File: src/rtl/io_uart_pkg.sv
// Shared constants and types for the IO-mapped UART transmitter.
package io_uart_pkg;

    localparam logic [1:0] TXDATA = 2'd0;
    localparam logic [1:0] STATUS = 2'd1;
    localparam logic [1:0] DIV    = 2'd2;

    localparam int ST_BUSY      = 0;
    localparam int ST_FULL      = 1;
    localparam int ST_EMPTY     = 2;
    localparam int ST_OVERFLOW  = 3;
    localparam int ST_COUNT_LSB = 8;

    typedef enum logic [1:0] {
        IDLE  = 2'd0,
        START = 2'd1,
        DATA  = 2'd2,
        STOP  = 2'd3
    } tx_state_t;

endpackage

File: src/rtl/io_uart_tx_if.sv
// Core-side IO bus as seen by the UART: address, store strobe/data, combinational read data.
interface io_uart_tx_if;
    logic [31:0] IO_mem_addr;
    logic [31:0] IO_mem_wdata;
    logic        IO_mem_wr;
    logic [31:0] IO_mem_rdata;

    modport master (output IO_mem_addr, output IO_mem_wdata, output IO_mem_wr, input IO_mem_rdata);
    modport slave  (input IO_mem_addr, input IO_mem_wdata, input IO_mem_wr, output IO_mem_rdata);
endinterface

File: src/rtl/io_uart_tx_sync_fifo.sv
// Single-clock FIFO; a push while full is dropped, dout is read straight from the read pointer.
module sync_fifo #(
    parameter int WIDTH = 8,
    parameter int DEPTH = 16
) (
    input  logic                       clk,
    input  logic                       reset,
    input  logic                       push,
    input  logic                       pop,
    input  logic [WIDTH-1:0]           din,
    output logic [WIDTH-1:0]           dout,
    output logic                       full,
    output logic                       empty,
    output logic [$clog2(DEPTH):0]     count
);
    localparam int AW = $clog2(DEPTH);

    logic [WIDTH-1:0] mem_r [DEPTH];
    logic [AW-1:0]    wr_ptr_r;
    logic [AW-1:0]    rd_ptr_r;
    logic [AW:0]      count_r;
    logic             push_ok_s;
    logic             pop_ok_s;

    assign full      = (count_r == (AW+1)'(DEPTH));
    assign empty     = (count_r == (AW+1)'(0));
    assign count     = count_r;
    assign dout      = mem_r[rd_ptr_r];
    assign push_ok_s = push && !full;
    assign pop_ok_s  = pop && !empty;

    // Storage array; contents need no reset because count gates visibility.
    always_ff @(posedge clk) begin
        if (push_ok_s) begin
            mem_r[wr_ptr_r] <= din;
        end
    end

    // Pointers and occupancy; power-of-two depth lets pointers wrap naturally.
    always_ff @(posedge clk) begin
        if (reset) begin
            wr_ptr_r <= AW'(0);
            rd_ptr_r <= AW'(0);
            count_r  <= (AW+1)'(0);
        end else begin
            if (push_ok_s) begin
                wr_ptr_r <= wr_ptr_r + AW'(1);
            end
            if (pop_ok_s) begin
                rd_ptr_r <= rd_ptr_r + AW'(1);
            end
            if (push_ok_s && !pop_ok_s) begin
                count_r <= count_r + (AW+1)'(1);
            end else if (pop_ok_s && !push_ok_s) begin
                count_r <= count_r - (AW+1)'(1);
            end
        end
    end

endmodule

File: src/rtl/io_uart_tx.sv
// Memory-mapped 8N1 UART transmitter: register decode, TX FIFO and bit serialiser.
module io_uart_tx
    import io_uart_pkg::*;
#(
    parameter int CLK_FREQ   = 50_000_000,
    parameter int BAUD       = 115_200,
    parameter int FIFO_DEPTH = 16
) (
    input  logic         clk,
    input  logic         reset,
    io_uart_tx_if.slave  bus,
    output logic         uart_tx,
    output logic         tx_irq
);
    localparam int          CW        = $clog2(FIFO_DEPTH) + 1;
    localparam logic [15:0] DIV_RESET = 16'(CLK_FREQ / BAUD);

    tx_state_t     state_r;
    logic [7:0]    shift_r;
    logic [2:0]    bit_idx_r;
    logic [15:0]   bit_cnt_r;
    logic [15:0]   div_act_r;
    logic [15:0]   div_r;
    logic          overflow_r;

    logic [1:0]    reg_sel_s;
    logic          wr_txdata_s;
    logic          wr_status_s;
    logic          wr_div_s;
    logic          push_ok_s;
    logic          pop_s;
    logic [7:0]    fifo_dout_s;
    logic          fifo_full_s;
    logic          fifo_empty_s;
    logic [CW-1:0] fifo_count_s;
    logic [CW-1:0] count_next_s;
    logic          next_idle_s;
    logic [31:0]   rdata_s;
    logic          unused_s;

    assign reg_sel_s   = bus.IO_mem_addr[3:2];
    assign wr_txdata_s = bus.IO_mem_wr && (reg_sel_s == TXDATA);
    assign wr_status_s = bus.IO_mem_wr && (reg_sel_s == STATUS);
    assign wr_div_s    = bus.IO_mem_wr && (reg_sel_s == DIV);
    assign push_ok_s   = wr_txdata_s && !fifo_full_s;
    assign pop_s       = (state_r == IDLE) && !fifo_empty_s;
    assign unused_s    = ^{bus.IO_mem_addr[31:4], bus.IO_mem_addr[1:0], bus.IO_mem_wdata[31:16]};

    sync_fifo #(.WIDTH(8), .DEPTH(FIFO_DEPTH)) u_fifo (
        .clk   (clk),
        .reset (reset),
        .push  (wr_txdata_s),
        .pop   (pop_s),
        .din   (bus.IO_mem_wdata[7:0]),
        .dout  (fifo_dout_s),
        .full  (fifo_full_s),
        .empty (fifo_empty_s),
        .count (fifo_count_s)
    );

    // Divisor register (zero is promoted to one) and sticky overflow flag.
    always_ff @(posedge clk) begin
        if (reset) begin
            div_r      <= DIV_RESET;
            overflow_r <= 1'b0;
        end else begin
            if (wr_div_s) begin
                div_r <= (bus.IO_mem_wdata[15:0] == 16'd0) ? 16'd1 : bus.IO_mem_wdata[15:0];
            end
            if (wr_status_s) begin
                overflow_r <= 1'b0;
            end else if (wr_txdata_s && fifo_full_s) begin
                overflow_r <= 1'b1;
            end
        end
    end

    // Next-cycle FIFO occupancy and FSM idleness, used to register tx_irq.
    always_comb begin
        count_next_s = fifo_count_s;
        next_idle_s  = 1'b0;
        if (push_ok_s && !pop_s) begin
            count_next_s = fifo_count_s + CW'(1);
        end else if (pop_s && !push_ok_s) begin
            count_next_s = fifo_count_s - CW'(1);
        end else begin
            count_next_s = fifo_count_s;
        end
        case (state_r)
            IDLE:    next_idle_s = fifo_empty_s;
            STOP:    next_idle_s = (bit_cnt_r == 16'd0);
            default: next_idle_s = 1'b0;
        endcase
    end

    // Serialiser FSM; uart_tx is registered alongside the state it belongs to.
    always_ff @(posedge clk) begin
        if (reset) begin
            state_r   <= IDLE;
            shift_r   <= 8'd0;
            bit_idx_r <= 3'd0;
            bit_cnt_r <= 16'd0;
            div_act_r <= DIV_RESET;
            uart_tx   <= 1'b1;
            tx_irq    <= 1'b1;
        end else begin
            tx_irq <= next_idle_s && (count_next_s == CW'(0));
            case (state_r)
                IDLE: begin
                    if (!fifo_empty_s) begin
                        state_r   <= START;
                        shift_r   <= fifo_dout_s;
                        div_act_r <= div_r;
                        bit_cnt_r <= div_r - 16'd1;
                        uart_tx   <= 1'b0;
                    end else begin
                        uart_tx <= 1'b1;
                    end
                end
                START: begin
                    if (bit_cnt_r == 16'd0) begin
                        state_r   <= DATA;
                        bit_idx_r <= 3'd0;
                        bit_cnt_r <= div_act_r - 16'd1;
                        uart_tx   <= shift_r[0];
                    end else begin
                        bit_cnt_r <= bit_cnt_r - 16'd1;
                    end
                end
                DATA: begin
                    if (bit_cnt_r == 16'd0) begin
                        bit_cnt_r <= div_act_r - 16'd1;
                        if (bit_idx_r == 3'd7) begin
                            state_r <= STOP;
                            uart_tx <= 1'b1;
                        end else begin
                            shift_r   <= {1'b0, shift_r[7:1]};
                            bit_idx_r <= bit_idx_r + 3'd1;
                            uart_tx   <= shift_r[1];
                        end
                    end else begin
                        bit_cnt_r <= bit_cnt_r - 16'd1;
                    end
                end
                STOP: begin
                    if (bit_cnt_r == 16'd0) begin
                        state_r <= IDLE;
                    end else begin
                        bit_cnt_r <= bit_cnt_r - 16'd1;
                    end
                end
                default: begin
                    state_r <= IDLE;
                    uart_tx <= 1'b1;
                end
            endcase
        end
    end

    // Combinational read mux; reads have no side effects.
    always_comb begin
        rdata_s = 32'd0;
        case (reg_sel_s)
            STATUS: begin
                rdata_s[ST_BUSY]                    = (state_r != IDLE);
                rdata_s[ST_FULL]                    = fifo_full_s;
                rdata_s[ST_EMPTY]                   = fifo_empty_s;
                rdata_s[ST_OVERFLOW]                = overflow_r;
                rdata_s[ST_COUNT_LSB+7:ST_COUNT_LSB] = 8'(fifo_count_s);
            end
            DIV:     rdata_s = {16'd0, div_r};
            default: rdata_s = 32'd0;
        endcase
    end

    assign bus.IO_mem_rdata = rdata_s;

endmodule

File: src/flat_wrapper.sv
// flat-port wrapper written by rule: the top's interface ports become plain ports
module io_uart_tx_flat import io_uart_pkg::*;
#(
    parameter int CLK_FREQ   = 50_000_000,
    parameter int BAUD       = 115_200,
    parameter int FIFO_DEPTH = 16
)
  (clk, reset, uart_tx, tx_irq, bus_IO_mem_addr, bus_IO_mem_wdata, bus_IO_mem_wr, bus_IO_mem_rdata);
  io_uart_tx_if bus_i ();
  input  logic clk;
  input  logic reset;
  output logic uart_tx;
  output logic tx_irq;
  input wire logic [$bits(bus_i.IO_mem_addr)-1:0] bus_IO_mem_addr;
  input wire logic [$bits(bus_i.IO_mem_wdata)-1:0] bus_IO_mem_wdata;
  input wire logic [$bits(bus_i.IO_mem_wr)-1:0] bus_IO_mem_wr;
  output wire logic [$bits(bus_i.IO_mem_rdata)-1:0] bus_IO_mem_rdata;
  assign bus_i.IO_mem_addr = bus_IO_mem_addr;
  assign bus_i.IO_mem_wdata = bus_IO_mem_wdata;
  assign bus_i.IO_mem_wr = bus_IO_mem_wr;
  assign bus_IO_mem_rdata = bus_i.IO_mem_rdata;
  io_uart_tx #(.CLK_FREQ(CLK_FREQ), .BAUD(BAUD), .FIFO_DEPTH(FIFO_DEPTH)) u_core (.clk(clk), .reset(reset), .bus(bus_i), .uart_tx(uart_tx), .tx_irq(tx_irq));
endmodule
File: config.mk
export PLATFORM = sky130hd
export DESIGN_NAME = io_uart_tx_flat
export DESIGN_NICKNAME = d
export VERILOG_FILES = /design/src/rtl/io_uart_pkg.sv /design/src/rtl/io_uart_tx_if.sv /design/src/rtl/io_uart_tx_sync_fifo.sv /design/src/rtl/io_uart_tx.sv /design/src/flat_wrapper.sv
export SDC_FILE = /design/constraint.sdc
export NUM_CORES = 1
export LEC_CHECK = 0
export BUFFER_PORTS_ARGS = -buffer_cell sky130_fd_sc_hd__buf_2
export CORE_MARGIN = 2
export CORE_UTILIZATION = 59
export CTS_BUF_LIST = sky130_fd_sc_hd__clkbuf_16
export CTS_CLUSTER_DIAMETER = 80
export DETAILED_ROUTE_END_ITERATION = 10
export GPL_TIMING_DRIVEN = 1
export PLACE_DENSITY = 0.8
export SLEW_MARGIN = 20
export SYNTH_ARGS = -nofsm -noshare
export SYNTH_HDL_FRONTEND = slang
export SYNTH_SLANG_ARGS = --single-unit
File: constraint.sdc
create_clock -name clk -period 4.5 [get_ports clk]
set_clock_uncertainty 0.05 [all_clocks]
set_input_delay 0.675 -clock clk [delete_from_list [all_inputs] [get_ports clk]]
set_output_delay 0.675 -clock clk [all_outputs]
set_load 0.02 [all_outputs]
==> flow_metrics.env, run 1 <==
export IMPL_final_area_mm2=0.0108
export IMPL_crit_fanout=20
export IMPL_row_count=47
export IMPL_antenna_found_initial=0
export IMPL_first_pass_iters=5
export IMPL_sw_frac_of_total_pct=35.9
export IMPL_maxCapViolCount=0
export IMPL_initial_core_util_pct=60.1
export IMPL_cts_resized=0
export IMPL_tightest_slew_ns=0.783
export IMPL_clk_latency_ns=0.50
export IMPL_area_growth_pct=9.48
export IMPL_synth_cell_types=63
export IMPL_slew_headroom_pct=47.6
export IMPL_die_w_um=133
export IMPL_die_h_um=133
export IMPL_synth_async_reset_ratio_pct=0
export IMPL_min_path_type="input port to register"
export IMPL_clockBufferDepth=3
export IMPL_crit_type="register to register"
export IMPL_cp_data_arrival_time_ns=3.75
export IMPL_grt_setup_unrepaired="false"
export IMPL_dp_slack_ns=1.20
export IMPL_setup_viol=0
export IMPL_combPwrFrac_pct=34.8
export IMPL_routabilityCongestion=0.942
export IMPL_cts_setup_buffers=0
export IMPL_drt_iter0_markers=570
export IMPL_cts_sinks=209
export IMPL_core_mm2=0.0165
export IMPL_slew_viol_final=0
export IMPL_tns_ns=0
export IMPL_multi_input_area_mm2=0.00405
export IMPL_finalHoldViolCount=0
export IMPL_ios=101
export IMPL_power_leakage_nw=3.75
export IMPL_p_int_mw=4.06
export IMPL_cts_tree="built"
export IMPL_htreeDepth=1
export IMPL_fp_dieArea_mm2=0.0178
export IMPL_clkSlewWorstSetupHoldPaths_ns=0.06
export IMPL_netlist_area_mm2=0.00989
export IMPL_p_total_mw=6.33
export IMPL_vias_per_cell=6.01
export IMPL_avgSynthCellArea_um2=11.7
export IMPL_yosysSeqAreaShare_pct=55.3
export IMPL_synthCells=848
export IMPL_nFillCells=1187
export IMPL_ys_ff_latch=209
export IMPL_nNetsFinal=955
export IMPL_p_clk_share_pct=26.9
export IMPL_pwr_share_seq_pct=38.3
export IMPL_hpwl_mm=14.6
export IMPL_drive_gt1_share_pct=14.6
export IMPL_cp_end_kind="register"
export IMPL_setup_ws_ns=1.14
export IMPL_fin_util_pct=65.8
export IMPL_start_kind="register"
export IMPL_ir_drop_mv=0.507
export IMPL_grt_pass1_wl_mm=34.6
export IMPL_cellPowerDensity_mw_per_mm2=585
export IMPL_grt_pass1_vias=6394
export IMPL_min_period_ns=3.36
export IMPL_final_seq_area_mm2=0.00547
export IMPL_remaining_drc_errors=0
export IMPL_io_buffers=38
export IMPL_switchingPower_mw=2.28
export IMPL_finalCritPeriodShare_pct=74.7
export IMPL_routedWlPerCell_um=19.9
export IMPL_grt_overflow=0
export IMPL_synth_main_ff_cell="edfxtp_1"
export IMPL_cts_made_buffers=21
export IMPL_worstPathRequired_ns=4.89
export IMPL_antenna_cells=0
export IMPL_hold_buffers=0
export IMPL_fmax_mhz=297
export IMPL_track_usage_pct=24.8
export IMPL_grt_start_max_net_pins=67
export IMPL_cts_root_buf="clkbuf_16"
export IMPL_ant_nets=0
export IMPL_yosysWarningCount=0
export IMPL_outcome="complete, no violations"
export IMPL_drt_total_wl_mm=21.9
export IMPL_placed_cell_area_mm2=0.0101
export IMPL_vias=6618
export IMPL_synth_edf_count=128
through the flow:
stage	hold slack, ns	cells
6_report	0.373	1101
5_1_grt	0.378	1101
4_1_cts	0.358	1101
3_5_place_dp	0.403	1063
3_3_place_gp	0.395	1063
2_1_floorplan	0.386	863
synthesized netlist by cell type (4+ instances only):
cell type / n / share of area, %
nand2b_1: 5 / 0.32
and2_1: 9 / 0.57
a22oi_1: 10 / 0.76
buf_2: 9 / 0.46
xor2_1: 25 / 2.2
nand2_1: 101 / 3.8
o211ai_1: 6 / 0.46
nor2b_1: 16 / 1.0
inv_1: 22 / 0.84
o21ai_0: 13 / 0.66
nor3_1: 23 / 1.2
a21oi_1: 47 / 2.4
buf_1: 5 / 0.19
a2111oi_0: 4 / 0.35
nor4_1: 16 / 1.0
mux4_2: 40 / 9.1
edfxtp_1: 128 / 39
nand4_1: 9 / 0.57
or4_1: 7 / 0.53
a211oi_1: 18 / 1.4
dfxtp_1: 81 / 16
a31oi_1: 5 / 0.32
ha_1: 22 / 2.8
a221oi_1: 4 / 0.35
nor2_1: 68 / 2.6
o22ai_1: 5 / 0.32
xnor2_1: 26 / 2.3
mux2i_1: 11 / 1.1
buf_4: 16 / 1.2
clkbuf_1: 37 / 1.4
nand3_1: 17 / 0.86
layout by cell type, fill, tap and decap left out, types with 4 or more instances in the layout:
| master | count |
|---|---|
| dfxtp_1 | 80 |
| nor3_1 | 23 |
| conb_1 | 16 |
| clkbuf_16 | 23 |
| a211oi_1 | 18 |
| clkinv_2 | 5 |
| nand2b_1 | 5 |
| nand2_1 | 101 |
| and2_1 | 9 |
| or4_1 | 7 |
| xnor2_1 | 26 |
| buf_4 | 11 |
| mux2i_1 | 11 |
| a221oi_1 | 4 |
| o22ai_1 | 5 |
| o21ai_0 | 13 |
| xor2_1 | 25 |
| a2111oi_0 | 4 |
| nor2b_1 | 16 |
| inv_1 | 24 |
| clkinv_1 | 4 |
| ha_1 | 22 |
| nor4_1 | 16 |
| nand3_1 | 17 |
| buf_2 | 38 |
| a21oi_1 | 47 |
| o211ai_1 | 6 |
| nand4_1 | 9 |
| nor2_1 | 68 |
| edfxtp_1 | 128 |
| mux4_2 | 40 |
| a22oi_1 | 10 |
| a31oi_1 | 5 |
routing by layer:
layer / global-route usage, % / share of wire [%] / wire length (um)
met1: 33.2 / 41 / 8940
met2: 42.7 / 50 / 11000
met3: 4.03 / 6.3 / 1370
met4: 6.21 / 2.6 / 571
met5: 0 / 0 / 0
final timing paths:
path / depth (start not counted) / startpoint / slack [ns] / end
worst max-delay path: 13 / u_core.u_fifo.count[0]$_SDFFE_PP0P_ / 1.14 / u_core.tx_irq$_SDFF_PP1_
worst min-delay path: 3 / bus_IO_mem_wdata[8] / 0.37 / u_core.div_r[8]$_SDFFE_PP1P_
worst max register to register: 13 / u_core.u_fifo.count[0]$_SDFFE_PP0P_ / 1.14 / u_core.tx_irq$_SDFF_PP1_
worst min register to register: 2 / u_core.bit_idx_r[1]$_SDFFE_PP0P_ / 0.41 / u_core.bit_idx_r[1]$_SDFFE_PP0P_
worst max-delay path, stage by stage, from the launching register on:
cell and delay (ns):
dfxtp_1 0.54, inv_1 0.08, ha_1 0.25, nor4b_1 0.15, buf_4 0.19, nand2b_1 0.14, buf_4 0.21, inv_1 0.50
ha_1 0.31, nand2_1 0.08, xor2_1 0.16, o211ai_1 0.11, a221oi_1 0.36, a21o_1 0.17
logic make-up after synthesis:
kind of cell | share of synthesized area, %
compound gates | 8.88
fa+ha+maj | 2.78
mux | 10.2
simple gates | 14.0
xor+xnor | 4.52
other cells | 0.0379
flops | 55.3
buf+inv | 4.33
area by class of cell:
class | instances | area share (%)
Inverter | 22 | 0.763
Clock buffer | 23 | 5.32
Timing Repair Buffer | 49 | 2.52
Sequential cell | 209 | 50.5
Multi-Input combinational cell | 563 | 37.4
Tap cell | 220 | 2.54
Clock inverter | 15 | 0.913
power by group through the flow:
stage	clock network, mW	registers [mW]	logic, mW
2_1_floorplan	0	2.35	1.78
3_3_place_gp	0	2.46	2.13
3_5_place_dp	0	2.47	2.16
4_1_cts	1.72	2.43	2.18
5_1_grt	1.78	2.46	2.42
6_report	1.70	2.43	2.20
registers in the layout, indices dropped and copies added, names as in the netlist, named ones only:
register                cells
u_core.tx_irq               1
u_core.state_r              2
u_core.uart_tx              1
u_core.bit_cnt_r           16
u_core.u_fifo.count         5
u_core.u_fifo.mem_r       128
u_core.bit_idx_r            3
u_core.div_r               16
u_core.shift_r              8
u_core.u_fifo.rd_ptr_r      4
u_core.div_act_r           16
u_core.overflow_r           1
u_core.u_fifo.wr_ptr_r      4
Power figures use the tool's default switching activity.
==> run 2, diff against run 1 <==
Settings changed: ABC_AREA set to 1, CORE_UTILIZATION 59 to 54, PLACE_DENSITY 0.8 to 0.77.
Clock period 4.5 ns to 2.8 ns, I/O delays scaled along.
==> run 2 against run 1 <==
Against the previous run:
- cell area rose by 8.5%
- worst setup slack got worse by 0.98 ns
- sequential share of layout area shrank 4.0 points
- critical endpoint is now bus_IO_mem_rdata[2]
==> flow_metrics.env, run 2 <==
export IMPL_finalHoldViolCount=0
export IMPL_final_seq_area_mm2=0.00547
export IMPL_yosysWarningCount=0
export IMPL_hold_buffers=0
export IMPL_clkSlewWorstSetupHoldPaths_ns=0.06
export IMPL_min_path_type="input port to register"
export IMPL_synth_edf_count=128
export IMPL_place_inst=1589
export IMPL_final_area_mm2=0.0118
export IMPL_regMostFlops="u_core.u_fifo.mem_r"
export IMPL_initial_core_util_pct=54.7
export IMPL_cts_resized=0
export IMPL_cts_setup_buffers=0
export IMPL_remaining_drc_errors=0
export IMPL_crit_fanout=5
export IMPL_ios=101
export IMPL_tightest_slew_ns=0.629
export IMPL_outcome="complete, no violations"
export IMPL_vias_per_cell=5.49
export IMPL_critical_path_top_delay_family="buffers and inverters"
export IMPL_yosysSeqAreaShare_pct=51.7
export IMPL_grt_pass1_wl_mm=42.4
export IMPL_nNetsFinal=1438
export IMPL_cp_cell_sequence="inv_1, ha_1, nand2_1, nor2_4, nand2_2, inv_1, nand2_1, a21oi_1, buf_2"
export IMPL_final_cells=1630
export IMPL_nFillCells=1671
export IMPL_slew_viol_final=0
export IMPL_fmax_mhz=378
export IMPL_cp_data_arrival_time_ns=2.17
export IMPL_netlist_top_cells_count="364 x nand2_1, 156 x nand3_1, 135 x nor2_1"
export IMPL_synth_async_reset_ratio_pct=0
export IMPL_antenna_found_initial=0
export IMPL_synth_top_area_cell="edfxtp_1"
export IMPL_ir_drop_mv=0.607
export IMPL_cts_sinks=209
export IMPL_clockBufferDepth=3
export IMPL_grt_start_max_net_pins=47
export IMPL_grt_overflow=0
export IMPL_grt_pass1_vias=8306
export IMPL_track_usage_pct=25.9
export IMPL_drt_iter0_markers=898
export IMPL_critPathBufInv=3
export IMPL_setup_ws_ns=0.157
export IMPL_worstPathRequired_ns=2.33
export IMPL_area_growth_pct=11.2
export IMPL_row_count=51
export IMPL_hpwl_mm=17.8
export IMPL_cts_tree="built"
export IMPL_ant_nets=0
export IMPL_first_pass_iters=5
export IMPL_clk_latency_ns=0.53
export IMPL_min_period_ns=2.64
export IMPL_placed_cell_area_mm2=0.0110
export IMPL_core_mm2=0.0193
export IMPL_cts_made_buffers=23
export IMPL_synth_top_area_share_pct=36.4
export IMPL_drive_gt1_share_pct=9.23
export IMPL_maxCapViolCount=0
export IMPL_cp_end_kind="output port"
export IMPL_multi_input_area_mm2=0.00433
export IMPL_crit_type="register to output port"
export IMPL_die_h_um=144
export IMPL_cts_root_buf="clkbuf_16"
export IMPL_routedWlPerCell_um=16.3
export IMPL_io_buffers=38
export IMPL_layout_commonest_cell="nand2_1"
export IMPL_antenna_cells=0
export IMPL_htreeDepth=1
export IMPL_cellPowerDensity_mw_per_mm2=974
export IMPL_layout_cells_most_common_list="364 x nand2_1, 156 x nand3_1, 135 x nor2_1"
export IMPL_setup_viol=0
export IMPL_synthCells=1307
export IMPL_slew_headroom_pct=58.0
export IMPL_vias=8945
export IMPL_tns_ns=0
export IMPL_grt_setup_unrepaired="false"
export IMPL_fp_dieArea_mm2=0.0207
export IMPL_synth_area_top_cells="edfxtp_1 36%, dfxtp_1 15%, nand2_1 13%, nand3_1 7.4%, nor2_1 4.8%"
export IMPL_power_leakage_nw=4.91
export IMPL_synth_main_ff_cell="edfxtp_1"
export IMPL_finalCritPeriodShare_pct=94.4
export IMPL_drt_total_wl_mm=26.5
export IMPL_routabilityCongestion=0.930
export IMPL_netlist_area_mm2=0.0106
export IMPL_avgSynthCellArea_um2=8.09
export IMPL_die_w_um=144
export IMPL_yosysMostFrequentCell="nand2_1"
export IMPL_largest_reg_flops=128
export IMPL_slowest_stage="dfxtp_1"
export IMPL_start_kind="register"
export IMPL_dp_slack_ns=0.429
export IMPL_cpPeakStageDelay_ns=0.34
export IMPL_synth_cell_types=40
export IMPL_ys_ff_latch=209
[run 2: changes by cell type after synthesis, moves of 35 or more]
cell,previous run,this run
o21ai_0,13,55
mux4_2,40,0
inv_1,22,117
nand3_1,17,156
nor2_1,68,135
a21oi_1,47,82
nand2_1,101,364
[run 2: power breakdown]
group          leakage [nW]  total, mW  switching, mW  internal, mW
Combinational          2.74       4.60           3.14          1.47
Sequential             1.82       4.01          0.380          3.63
Clock                 0.355       2.83           1.24          1.59
Total                  4.91       11.4           4.75          6.69
[run 2: final cells by class]
cell class              instances  area share (%)
repair buffers                 74            3.92
well taps                     265            2.82
clock buffers                  23            4.90
inverters                     123            3.93
flip-flops and latches        209            46.5
multi-input cells             918            36.8
clock inverters                18            1.06
[run 2: logic make-up after synthesis]
group	synth area share, %
adder cells (fa/ha/maj)	2.60
AO/OA/AOI/OAI	9.70
XOR/XNOR	0.995
other	0.0355
buffers and inverters	7.85
AND/OR/NAND/NOR	27.1
flip-flops	51.7
[run 2: path summary, 6_finish.rpt]
kind,from,end,slack [ns],depth (start not counted)
min,bus_IO_mem_wr,u_core.overflow_r$_SDFFE_PP0P_,0.07,2
min reg2reg,u_core.shift_r[7]$_SDFFE_PP0P_,u_core.shift_r[7]$_SDFFE_PP0P_,0.42,2
max reg2reg,u_core.u_fifo.count[0]$_SDFFE_PP0P_,u_core.tx_irq$_SDFF_PP1_,0.41,15
max,u_core.u_fifo.count[0]$_SDFFE_PP0P_,bus_IO_mem_rdata[2],0.16,9
[run 2: layer usage]
layer / part of all wire, % / track usage, % / vias up / wire, um
met5: 0 / 0 / - / 0
met1: 42 / 34.8 / 4146 / 11100
met3: 7.7 / 3.70 / 59 / 2040
met4: 3.3 / 9.60 / 0 / 868
met2: 47 / 43.0 / 351 / 12500
li1: - / - / 4389 / -
[run 2: worst reg2reg max path, delay by kind of cell (launching register included)]
family | cells | cell delay [ns]
flip-flops | 1 | 0.39
AO/OA/AOI/OAI | 2 | 0.23
AND/OR/NAND/NOR | 8 | 0.68
buffers and inverters | 3 | 0.40
adder cells (fa/ha/maj) | 2 | 0.52
[run 2: metrics by stage]
stage	hold slack (ns)	power [mW]	util, %
after floorplan	0.389	7.42	-
after global placement	0.399	8.50	57.1
after detailed placement	0.409	8.60	57.1
after CTS	0.0548	11.4	60.8
after global routing	0.0743	12.2	60.8
final	0.0677	11.4	60.8
==> run 3, diff against run 2 <==
Settings changed: PLACE_DENSITY 0.77 to not set, PLACE_DENSITY_LB_ADDON set to 0.08.
==> run 3 against run 2 <==
Against the previous run:
- flip-flop and latch count is the same
- die area unchanged
- core utilization up 0.17 points
- global-route usage grew 0.71 points
- clock-buffer cell count unchanged
- highest routed layer unchanged
==> flow_metrics.env, run 3 (synthesized netlist as in run 2, its figures left out) <==
export IMPL_area_growth_pct=11.5
export IMPL_min_period_ns=2.65
export IMPL_antenna_found_initial=0
export IMPL_htreeDepth=1
export IMPL_clkSlewWorstSetupHoldPaths_ns=0.06
export IMPL_cts_sinks=209
export IMPL_cellPowerDensity_mw_per_mm2=988
export IMPL_p_total_mw=11.6
export IMPL_regMostFlops="u_core.u_fifo.mem_r"
export IMPL_io_buffers=38
export IMPL_antenna_cells=0
export IMPL_hpwl_mm=18.1
export IMPL_nNetsFinal=1435
export IMPL_setup_viol=0
export IMPL_cpPeakStageDelay_ns=0.36
export IMPL_grt_overflow=0
export IMPL_vias_per_cell=5.31
export IMPL_crit_type="register to output port"
export IMPL_fp_dieArea_mm2=0.0207
export IMPL_die_w_um=144
export IMPL_final_seq_area_mm2=0.00547
export IMPL_drt_iter0_markers=621
export IMPL_routedWlPerCell_um=16.6
export IMPL_tightest_slew_ns=0.731
export IMPL_first_pass_iters=5
export IMPL_grt_start_max_net_pins=69
export IMPL_track_usage_pct=26.7
export IMPL_clockBufferDepth=3
export IMPL_min_path_type="input port to register"
export IMPL_grt_pass1_vias=8017
export IMPL_slew_viol_final=0
export IMPL_multi_input_area_mm2=0.00433
export IMPL_ir_drop_mv=0.544
export IMPL_vias=8642
export IMPL_fmax_mhz=377
export IMPL_cp_cell_sequence="inv_1, ha_1, nand2_1, nor2_4, nand2_2, inv_2, nand2_1, a21oi_1, buf_2"
export IMPL_initial_core_util_pct=54.7
export IMPL_tns_ns=0
export IMPL_die_h_um=144
export IMPL_layout_cells_most_common_list="364 x nand2_1, 156 x nand3_1, 135 x nor2_1"
export IMPL_power_leakage_nw=4.91
export IMPL_finalCritPeriodShare_pct=94.7
export IMPL_cts_root_buf="clkbuf_16"
export IMPL_cp_data_arrival_time_ns=2.18
export IMPL_ant_nets=0
export IMPL_drt_total_wl_mm=27.0
export IMPL_finalHoldViolCount=0
export IMPL_slew_headroom_pct=51.3
export IMPL_slowest_stage="dfxtp_1"
export IMPL_grt_setup_unrepaired="false"
export IMPL_clk_latency_ns=0.51
export IMPL_start_kind="register"
export IMPL_worstPathRequired_ns=2.33
export IMPL_nFillCells=1713
export IMPL_remaining_drc_errors=0
export IMPL_crit_fanout=5
export IMPL_drive_gt1_share_pct=9.17
export IMPL_cts_tree="built"
export IMPL_largest_reg_flops=128
export IMPL_layout_commonest_cell="nand2_1"
export IMPL_cp_end_kind="output port"
export IMPL_grt_pass1_wl_mm=42.5
export IMPL_cpMostUsedCell="nand2_1"
export IMPL_routabilityCongestion=0.903
export IMPL_row_count=51
export IMPL_ios=101
export IMPL_cts_made_buffers=23
export IMPL_maxCapViolCount=0
export IMPL_outcome="complete, no violations"
export IMPL_core_mm2=0.0193
[run 3: changes by cell type in the layout (fill, tap and decap cells not counted), sizes merged]
| cell | change |
|---|---|
| buf | -3 |
| bufinv | +2 |
| clkinv | -1 |
[run 3: timing repair]
item,CTS,global route
resized for setup,0,1
buffers inserted,0,0
endpoints found under the setup margin,0,1
hold buffers,0,0
[run 3: report_power, final]
group	internal, mW	total [mW]	switching [mW]
combinational	1.45	4.64	3.19
sequential	3.63	3.99	0.360
clock	1.78	3.01	1.23
total	6.87	11.6	4.78
[run 3: final cells by class]
cell class / instances / share of cell area (%)
flip-flops and latches: 209 / 46.4
multi-input cells: 918 / 36.7
clock buffers: 23 / 4.88
inverters: 123 / 3.92
repair buffers: 71 / 3.72
well taps: 265 / 2.81
clock inverters: 19 / 1.53
[run 3: path summary, 6_finish.rpt]
| check | endpoint | slack [ns] | depth (start not counted) | from |
|---|---|---|---|---|
| worst max-delay path | bus_IO_mem_rdata[2] | 0.15 | 9 | u_core.u_fifo.count[0]$_SDFFE_PP0P_ |
| worst min-delay path | u_core.overflow_r$_SDFFE_PP0P_ | 0.10 | 2 | bus_IO_mem_wr |
| worst max register to register | u_core.tx_irq$_SDFF_PP1_ | 0.29 | 15 | u_core.u_fifo.count[0]$_SDFFE_PP0P_ |
| worst min register to register | u_core.shift_r[7]$_SDFFE_PP0P_ | 0.42 | 2 | u_core.shift_r[7]$_SDFFE_PP0P_ |
[run 3: worst max-delay path, delay by kind of cell, from the launching register on]
kind,cells,cell delay (ns)
DFF,1,0.36
and+or+nand+nor,4,0.45
AOI/OAI and AO/OA,1,0.18
buffers and inverters,3,0.49
adders and majority gates,1,0.20
[run 3: per-layer routing]
| metal | GRT usage [%] | routed length, um |
|---|---|---|
| met1 | 35.7 | 12000 |
| met2 | 45.3 | 13000 |
| met3 | 2.60 | 1220 |
| met4 | 9.34 | 790 |
| met5 | 0 | 0 |
[run 3: per-stage QoR]
stage | hold WS, ns | setup WS (ns) | util, % | cell area [um^2] | cells
6_report | 0.102 | 0.148 | 60.9 | 11800 | 1628
4_1_cts | 0.0892 | 0.0917 | 60.9 | 11800 | 1628
5_1_grt | 0.0880 | 0.0118 | 60.9 | 11800 | 1628
2_1_floorplan | 0.389 | 0.556 | - | 10600 | 1322
3_3_place_gp | 0.391 | 0.329 | 57.0 | 11000 | 1586
3_5_place_dp | 0.397 | 0.331 | 57.0 | 11000 | 1586
